## src/rtl/mem_arbiter.sv

```systemverilog
// mem_arbiter: shares one SRAM port between an instruction-fetch requester
// and a data (load/store) requester.
//
// Ports
//   cpu_clk_50M              system clock, all state changes on rising edge
//   cpu_rst                  synchronous active-high reset
//   ice / iaddr              fetch request (held until inst_valid) and address
//   inst / inst_valid        registered fetched word and its one-cycle pulse
//   dce / dwe / daddr /
//   dwdata                   data request (held until d_valid), byte enables
//                            (0 = read), address and store data
//   drdata / d_valid         registered load result and its one-cycle pulse
//   flush                    pipeline flush: blocks grants, aborts fetches
//   stallreq                 combinational stall request to the pipeline
//   sram_ce/we/addr/wdata    shared SRAM request, zero outside an access
//   sram_rdata               SRAM read data, sampled on the last access cycle
//
// Each granted access occupies the SRAM for exactly MEM_LAT cycles (1..7);
// the valid pulse follows in the next cycle, back in IDLE.
module mem_arbiter #(
  parameter int MEM_LAT = 2
) (
  input  logic        cpu_clk_50M,
  input  logic        cpu_rst,
  input  logic        ice,
  input  logic [31:0] iaddr,
  output logic [31:0] inst,
  output logic        inst_valid,
  input  logic        dce,
  input  logic [3:0]  dwe,
  input  logic [31:0] daddr,
  input  logic [31:0] dwdata,
  output logic [31:0] drdata,
  output logic        d_valid,
  input  logic        flush,
  output logic        stallreq,
  output logic        sram_ce,
  output logic [3:0]  sram_we,
  output logic [31:0] sram_addr,
  output logic [31:0] sram_wdata,
  input  logic [31:0] sram_rdata
);

  typedef enum logic [1:0] {
    IDLE  = 2'd0,
    ACC_I = 2'd1,
    ACC_D = 2'd2
  } state_t;

  localparam logic [2:0] LAST_CNT = 3'(MEM_LAT - 1);

  state_t      state_reg, state_next;
  logic [2:0]  cnt_reg, cnt_next;
  logic [31:0] addr_reg;
  logic [31:0] wdata_reg;
  logic [3:0]  we_reg;
  logic        grant_d, grant_i, last_acc;
  logic        acc_i, acc_d;

  // A requester whose valid is high this cycle is still holding its request
  // for one more cycle; it is masked so the same request is not served twice.
  always_comb begin
    grant_d  = (state_reg == IDLE) && dce && !d_valid && !flush;
    grant_i  = (state_reg == IDLE) && ice && !inst_valid && !flush && !grant_d;
    last_acc = (cnt_reg == LAST_CNT);
  end

  // State register
  always_ff @(posedge cpu_clk_50M) begin
    if (cpu_rst) begin
      state_reg <= IDLE;
      cnt_reg   <= 3'd0;
    end else begin
      state_reg <= state_next;
      cnt_reg   <= cnt_next;
    end
  end

  // Next-state logic; the counter restarts at 0 on every state entry and
  // stops at MEM_LAT-1, so it can never wrap.
  always_comb begin
    state_next = state_reg;
    cnt_next   = cnt_reg;
    case (state_reg)
      IDLE: begin
        cnt_next = 3'd0;
        if (grant_d)      state_next = ACC_D;
        else if (grant_i) state_next = ACC_I;
      end
      ACC_I: begin
        // A flush kills a fetch even on its final cycle.
        if (flush || last_acc) begin
          state_next = IDLE;
          cnt_next   = 3'd0;
        end else begin
          cnt_next = cnt_reg + 3'd1;
        end
      end
      ACC_D: begin
        // Stores/loads already on the bus are never aborted by flush.
        if (last_acc) begin
          state_next = IDLE;
          cnt_next   = 3'd0;
        end else begin
          cnt_next = cnt_reg + 3'd1;
        end
      end
      default: begin
        state_next = IDLE;
        cnt_next   = 3'd0;
      end
    endcase
  end

  // Request latch and result registers
  always_ff @(posedge cpu_clk_50M) begin
    if (cpu_rst) begin
      addr_reg   <= 32'd0;
      wdata_reg  <= 32'd0;
      we_reg     <= 4'd0;
      inst       <= 32'd0;
      drdata     <= 32'd0;
      inst_valid <= 1'b0;
      d_valid    <= 1'b0;
    end else begin
      inst_valid <= 1'b0;
      d_valid    <= 1'b0;
      if (grant_d) begin
        addr_reg  <= daddr;
        we_reg    <= dwe;
        wdata_reg <= dwdata;
      end else if (grant_i) begin
        addr_reg  <= iaddr;
        we_reg    <= 4'd0;
        wdata_reg <= 32'd0;
      end
      if (state_reg == ACC_I && last_acc && !flush) begin
        inst       <= sram_rdata;
        inst_valid <= 1'b1;
      end
      if (state_reg == ACC_D && last_acc) begin
        drdata  <= sram_rdata;
        d_valid <= 1'b1;
      end
    end
  end

  // Output logic
  always_comb begin
    acc_i     = (state_reg == ACC_I);
    acc_d     = (state_reg == ACC_D);
    sram_ce   = acc_i || acc_d;
    sram_addr = sram_ce ? addr_reg : 32'd0;
    sram_we   = acc_d ? we_reg : 4'd0;
    // While in reset the state register may not yet be IDLE; report the
    // stall as IDLE with both valids low would.
    if (cpu_rst)
      stallreq = ice || dce;
    else
      stallreq = (state_reg != IDLE) || (ice && !inst_valid) || (dce && !d_valid);
  end

  // Store data lanes are only driven during a data access.
  genvar gi;
  generate
    for (gi = 0; gi < 4; gi++) begin : g_lane
      assign sram_wdata[8*gi +: 8] = acc_d ? wdata_reg[8*gi +: 8] : 8'h00;
    end
  endgenerate

endmodule

```

## config.mk

```make
export PLATFORM = sky130hd
export DESIGN_NAME = mem_arbiter
export DESIGN_NICKNAME = d
export VERILOG_FILES = /design/src/rtl/mem_arbiter.sv
export SDC_FILE = /design/constraint.sdc
export NUM_CORES = 1
export LEC_CHECK = 0
export ABC_AREA = 1
export CORE_ASPECT_RATIO = 0.75
export CORE_MARGIN = 4
export CORE_UTILIZATION = 43
export CTS_CLUSTER_DIAMETER = 100
export CTS_CLUSTER_SIZE = 20
export DETAILED_ROUTE_END_ITERATION = 10
export PLACE_DENSITY_LB_ADDON = 0.15
export SLEW_MARGIN = 20
export SYNTH_ARGS = -nofsm -noshare
export SYNTH_HDL_FRONTEND = slang
export SYNTH_SLANG_ARGS = --single-unit
```

## constraint.sdc

```tcl
create_clock -name cpu_clk_50M -period 1.5 [get_ports cpu_clk_50M]
set_input_delay 0.15 -clock cpu_clk_50M [delete_from_list [all_inputs] [get_ports cpu_clk_50M]]
set_output_delay 0.15 -clock cpu_clk_50M [all_outputs]
set_load 0.02 [all_outputs]
```

* Word-level counts from Yosys, hierarchy flattened
Index checks and enable logic that the tools add are counted.
** Storage, ports and cells
- Register bits after elaboration :: 139
- Output and inout bits :: 136
- Logic and storage cells :: 64
** Operators by class
- Add/sub/neg operators :: 1
- Equality and inequality tests :: 6
- Mux-type cells :: 23
- Reduce and logical (&&, ||, !) cells :: 25
** Operators by type and width (count)
- $mux W32 :: 5
- $mux W8 :: 4
- $logic_and A1 B1 Y1 :: 12
- $mux W4 :: 3
- $mux W2 :: 4
- $mux W3 :: 2
- $pmux W2 S3 :: 1
- $pmux W3 S2 :: 1
- $logic_or A1 B1 Y1 :: 5
- $logic_not A1 Y1 :: 4
- $reduce_bool A2 Y1 :: 2
- $add A3 B1 Y3 const B :: 1
- $eq A3 B1 Y1 const B :: 1
- $mux W1 :: 3
- $ne A3 B3 Y1 const B :: 1
- $reduce_and A3 Y1 :: 1
- $eq A2 B1 Y1 const B :: 1
- $eq A2 B2 Y1 const B :: 1
- $logic_not A2 Y1 :: 1
- $ne A2 B1 Y1 const B :: 1
- $ne A2 B2 Y1 const B :: 1

* Longest topological paths before layout
Gate-level depths: netlist of run 1.
- Depth after elaboration :: 9
- Gate-level depth with buffers :: 10
- Depth with buffers taken out :: 9

* Least setup slack after synthesis of run 1
Ideal clock, no wire load.
- Kind :: register to output
- From :: register state_reg[0]
- To :: output port sram_addr[10]
- Data arrival time :: 1482 ps
- Data required time :: 1350 ps
- Setup slack :: -132 ps
- Stages on the path, launching flop included :: 7
- Buffers on the path :: 2
- Path through :: dfxtp_1 -> inv_1 -> ha_1 -> clkbuf_1 -> clkbuf_1 -> nand2_1 -> inv_1
** Between the ends
- Word-level cells in the longest chain between the ends :: 3
- Elaborated cells between the ends (all ways) :: 4
- Those cells by class :: eq/ne (2); mux (1); reduce/logical (1)
** Ends and longest elaborated chain
- start: declaration :: line 52 : state_t state_reg, state_next;
- start signal: assignment :: line 74 : state_reg <= state_next;
- $eq A2 B1 Y1 / $eq A2 B2 Y1 (equally long branches) :: line 150, 151
- $logic_or A1 B1 Y1 (*) :: line 152 : sram_ce = acc_i || acc_d;
- via sram_ce :: line 37 : output logic sram_ce,
- $mux W32 (*) :: line 153 : sram_addr = sram_ce ? addr_reg : 32'd0;
- end: declaration :: line 39 : output logic [31:0] sram_addr,
The timed path passes the listed nets; every way through them passes the cells marked *.

* Worst setup path after layout of run 1
- From :: register state_reg[1]
- To :: output port sram_addr[21]
** Between the ends
- Word-level cells in the longest chain between the ends :: 3
- Elaborated cells between the ends (all ways) :: 4
- Those cells by class :: eq/ne (2); mux (1); reduce/logical (1)
** Ends and longest elaborated chain (line)
- $eq A2 B1 Y1 / $eq A2 B2 Y1 (equally long branches) :: 150, 151
- $logic_or A1 B1 Y1 (*) :: 152
- $mux W32 (*) :: 153
Every way passes the cells marked *; elsewhere a longest branch is shown, timed or not.

==> impl_metrics.json, run 1 <==
{
  "syn-cell-area_um2": 6253,
  "die_w_um": 147.3,
  "cts_tree": "built",
  "antenna_found_initial": 0,
  "viasPerCell": 4.789,
  "synth-seq-cells": 139,
  "start_util_pct": 44.73,
  "crit_start": "state_reg[1]",
  "worst_slew_pin_slew_ns": 0.9687,
  "syn_area_per_cell_um2": 6.660,
  "cpPeakStageDelay_ns": 0.37,
  "final.min_clock_period_ns": 1.772,
  "syn2layout_area_growth_pct": 79.71,
  "io_buffers": 272,
  "wl_per_cell_um": 15.86,
  "cpMostUsedCell": "buf_6",
  "fp.dieH_um": 112.4,
  "cts-root-buf": "clkbuf_16",
  "cp_slowest_cell": "dfxtp_4",
  "grt-ovfl-total": 0,
  "grt_pass1_vias": 6336,
  "cap_violations": 0,
  "endpoint_kind": "output port",
  "rr_startpoint": "state_reg[1]",
  "yosysSeqAreaShare_pct": 44.50,
  "crit_buf_inv": 5,
  "dieArea_um2": 16560,
  "drc": 0,
  "finClkSkew_ns": 0.01132,
  "ys_async_sr_fraction_pct": 0,
  "finalMaxSlewViolations": 0,
  "period_share_pct": 118.1,
  "p_leak_uw": 0.005731,
  "finalHoldViolCount": 0,
  "finalHoldWorstSlack_ns": 0.2872,
  "status": "finished with violations",
  "critPathKind": "reg2out",
  "hp-class": "in2reg",
  "synth_cell_types": 21,
  "h-tree-depth": 4,
  "grt_pass1_wl_mm": 31.85,
  "grt_usage_pct": 23.64,
  "final_common_cell": "nand2_1",
  "layout_setup_ws_ns": -0.2722,
  "crit_family": "buffers and inverters",
  "synth_cells": 939,
  "antennaDiodeCount": 0,
  "core_area_um2": 13980,
  "rows": 37,
  "placed_cells": 1379,
  "startpoint_type": "flop",
  "relSlewSlack_pct": 35.42,
  "ant_nets": 0,
  "rsz0062_at_grt": "yes",
  "fin_nets": 1372,
  "layout-drive-gt1-share_pct": 32.42,
  "failed_checks": "setup timing",
  "gp_congestion": 0.8040,
  "drt_iter0_drc": 434,
  "min_from": "dwdata[14]",
  "hpwlAfterDp_mm": 13.56,
  "worst_ep_arrival_time_ns": 1.62,
  "fin_cells": 1438,
  "setup_viol": 107,
  "fillers": 987,
  "timing.fmax_mhz": 564.3,
  "critPathMaxFanout": 8,
  "synth_edf_count": 0,
  "postCtsHoldBufs": 0,
  "drt-pass1-iter-count": 5,
  "yosysWarningCount": 0,
  "cp.required_ns": 1.35,
  "clock_latency_ns": 0.41,
  "peakVddDrop_mv": 0.9100,
  "cts_max_path_buffers": 2,
  "cts_sinks": 139,
  "layout_common_cells": "188 x nand2_1, 137 x dfxtp_1, 135 x clkdlybuf4s50_1",
  "power.density_nw_per_um2": 1250,
  "synth_nets": 1081,
  "routed_wl_mm": 22.81,
  "regToRegSetupSlack_ns": -0.17,
  "clk_pin_slew_ns": 0.06,
  "cts_buffers": 17,
  "ioPinCount": 273,
  "via_count": 6886,
  "grt_max_degree": 71,
  "synth_ff_type": "dfxtp_1",
  "cp_cell_sequence": "inv_4 > ha_4 > buf_6 > clkbuf_16 > nand2_2 > inv_2 > buf_6"
}
[cell usage after synthesis (3+ instances only)]
cell / number / area (um^2)
nand2_2: 3 / 18.77
inv_1: 144 / 540.5
buf_6: 7 / 78.83
clkbuf_1: 26 / 97.59
nand2_1: 277 / 1040
a21oi_1: 102 / 510.5
ha_1: 5 / 62.56
or2_2: 32 / 200.2
buf_4: 6 / 45.04
o21ai_0: 33 / 165.2
dfxtp_1: 139 / 2783
nor2_1: 104 / 390.4
buf_2: 20 / 100.1
nand3_1: 34 / 170.2
[kinds of logic (layout without fill, tap and decap cells)]
logic type	Yosys count	after routing	share of synthesized area [%]
xor+xnor	1	1	0.1401
fa+ha+maj	5	5	1.000
compound gates	136	136	10.94
flops	139	139	44.50
buf+inv	205	509	13.93
simple gates	453	453	29.49
[final cells by class]
class | count | area (um^2) | share of cell area (%)
inverters | 146 | 556.8 | 4.954
well taps | 195 | 244.0 | 2.171
clock inverters | 14 | 183.9 | 1.637
repair buffers | 331 | 3655 | 32.52
multi-input cells | 595 | 3382 | 30.09
flip-flops and latches | 139 | 2788 | 24.81
clock buffers | 18 | 429.2 | 3.819
[per-stage QoR]
stage | utilization (%) | setup TNS (ns) | setup WS [ns] | instance area (um^2) | total power [uW]
after floorplan | - | 0 | 0.006298 | 6259 | 6314
after global placement | 66.57 | -17.52 | -0.2692 | 9306 | 7798
after detailed placement | 66.57 | -21.68 | -0.3242 | 9306 | 7855
after CTS | 71.79 | -14.39 | -0.2669 | 10040 | 13100
after global routing | 80.38 | -24.53 | -0.3182 | 11240 | 14690
final | 80.38 | -18.97 | -0.2722 | 11240 | 14050
[report_power, final]
group	leakage, uW	internal, uW	switching [uW]
Sequential	0.00113	4070	308
Clock	0.000298	2660	1760
Combinational	0.00430	2530	2720
[metal layers]
layer / track usage [%] / vias up / part of all wire, %
met1: 28.32 / 3149 / 40
li1: - / 3418 / -
met2: 39.66 / 267 / 48
met4: 9.745 / 0 / 2.8
met3: 7.264 / 52 / 8.3
met5: 0 / - / 0
[path summary, 6_finish.rpt]
check / to / cells after the start
setup / recovery: sram_addr[21] / 7
hold / removal: wdata_reg[14] / 3
setup reg to reg: drdata[6] / 9
hold reg to reg: cnt_reg[0] / 1
[what timing repair did]
| item | 4_1_cts | 5_1_grt |
|---|---|---|
| setup buffers | 6 | 11 |
| gates cloned | 7 | 9 |
| pin swaps | 6 | 56 |
| endpoints found under the setup margin | 186 | 192 |
| resized for setup | 456 | 334 |
[worst reg2reg max path, stage by stage, from the launching register on]
cell	delay, ns
dfxtp_4	0.36
buf_6	0.12
ha_4	0.19
buf_12	0.14
buf_12	0.14
buf_12	0.15
buf_12	0.13
clkbuf_16	0.16
nand3_4	0.08
a21oi_2	0.05
Note: power is estimated with default switching activity, not from simulation.
==> run 2: changes to the inputs <==
CTS_CLUSTER_SIZE = 10   (was 20)
==> results of run 2 <==
The final DEF is identical to that of run 1; final timing and power are the same.
==> run 3: changes to the inputs <==
CORE_MARGIN = default   (was 4)
REMOVE_ABC_BUFFERS = 1   (was default)
==> impl_metrics.json, run 3 (synthesis results as in run 1) <==
{
  "status": "finished with violations",
  "failed_checks": "setup timing",
  "hp-class": "in2reg",
  "layout_common_cells": "213 x nand2_1, 136 x dfxtp_1, 135 x clkdlybuf4s50_1",
  "drt-pass1-iter-count": 5,
  "critPathMaxFanout": 4,
  "cp.required_ns": 1.35,
  "finalHoldViolCount": 0,
  "cts_max_path_buffers": 2,
  "clk_pin_slew_ns": 0.07,
  "ioPinCount": 273,
  "rr_startpoint": "state_reg[0]",
  "r2r-end": "drdata[7]",
  "critPathKind": "reg2out",
  "h-tree-depth": 4,
  "setup_viol": 104,
  "fin_area_um2": 11620,
  "cts_buffers": 17,
  "timing.fmax_mhz": 545.6,
  "final.min_clock_period_ns": 1.833,
  "rows": 37,
  "peakVddDrop_mv": 1.032,
  "wl_per_cell_um": 15.56,
  "drc": 0,
  "antenna_found_initial": 0,
  "endpoint_kind": "output port",
  "min_from": "dwdata[22]",
  "placed_cells": 1388,
  "io_buffers": 272,
  "holdPathEnd": "wdata_reg[22]",
  "routed_wl_mm": 22.92,
  "worst_ep_arrival_time_ns": 1.68,
  "fp.dieH_um": 106.4,
  "clock_latency_ns": 0.41,
  "syn2layout_area_growth_pct": 85.79,
  "placed_cell_area_um2": 9374,
  "worst_slew_pin_slew_ns": 0.5989,
  "fin_nets": 1407,
  "hpwlAfterDp_mm": 13.27,
  "post-place-ws_ns": -0.3012,
  "regToRegSetupSlack_ns": -0.27,
  "layout-drive-gt1-share_pct": 34.19,
  "ant_nets": 0,
  "cap_violations": 0,
  "gp_congestion": 0.7978,
  "grt_pass1_vias": 6495,
  "relSlewSlack_pct": 60.07,
  "core_area_um2": 13930,
  "via_count": 7138,
  "startpoint_type": "flop",
  "p_leak_uw": 0.005919,
  "drt_iter0_drc": 354,
  "grt_usage_pct": 27.74,
  "min_path_cells": 3,
  "fin_cells": 1473,
  "viasPerCell": 4.846,
  "postCtsHoldBufs": 0,
  "cts_sinks": 139,
  "cts_tree": "built",
  "power.density_nw_per_um2": 1257,
  "dieArea_um2": 15030,
  "antennaDiodeCount": 0,
  "layout_setup_ws_ns": -0.3328,
  "grt-ovfl-total": 0,
  "period_share_pct": 122.2,
  "final_common_cell": "nand2_1",
  "finClkSkew_ns": 0.01262,
  "grt_max_degree": 50,
  "die_w_um": 141.3,
  "finalMaxSlewViolations": 0,
  "grt_pass1_wl_mm": 32.77,
  "cts-root-buf": "clkbuf_16",
  "rsz0062_at_grt": "yes",
  "reg2reg_depth": 11,
  "start_util_pct": 44.88
}
-- run 3: area by class of cell --
cell class              count  area (um^2)
inverters                 146        558.0
fillers                   901         2316
multi-input cells         595         3366
flip-flops and latches    139         2786
clock inverters            15        152.6
clock buffers              17        425.4
well taps                 195        244.0
repair buffers            366         4086
-- run 3: worst max path at each step --
stage                             from        endpoint  slack (ns)  cells past startpoint
after global placement    state_reg[0]  sram_wdata[12]       -0.25                      7
after floorplan                d_valid    state_reg[0]       -1.56                      7
after global routing      state_reg[0]  sram_wdata[12]       -0.38                      9
final                     state_reg[0]  sram_wdata[12]       -0.33                      9
after CTS                 state_reg[0]   sram_wdata[1]       -0.40                      9
after detailed placement  state_reg[0]    sram_addr[0]       -0.30                      6
-- run 3: timing repair --
action,CTS,global route
buffers inserted,15,27
endpoints found under the setup margin,230,195
gates cloned,11,6
resized for setup,460,344
pin swaps,29,28
-- run 3: metal layers --
layer  routed length, um  GRT usage (%)
met1                9412          34.17
met2               11330          47.24
met3                1678          6.712
met4                 497          9.550
met5                   0              0
-- run 3: critical path, cell delays in order (launching register included) --
cell     delay (ns)
dfxtp_2        0.34
inv_2          0.05
buf_6          0.11
ha_4           0.18
buf_12         0.14
buf_16         0.12
buf_8          0.11
nand2_2        0.06
inv_2          0.03
buf_6          0.12
-- run 3: through the flow --
| step | utilization, % | hold slack [ns] | TNS [ns] | power (uW) |
|---|---|---|---|---|
| after floorplan | - | 0.2191 | -181.08 | 6085 |
| final | 83.38 | 0.2855 | -21.66 | 14610 |
| after global routing | 83.38 | 0.2960 | -26.87 | 15220 |
| after global placement | 67.27 | 0.4319 | -28.09 | 7925 |
| after detailed placement | 67.27 | 0.4448 | -32.44 | 7981 |
| after CTS | 76.87 | 0.2748 | -24.56 | 12980 |
-- run 3: power breakdown --
group	internal [uW]	switching (uW)	leakage, uW
combinational	3150	2920	0.00452
sequential	4070	303	0.00113
clock	2340	1830	0.000272
total	9560	5050	0.00592
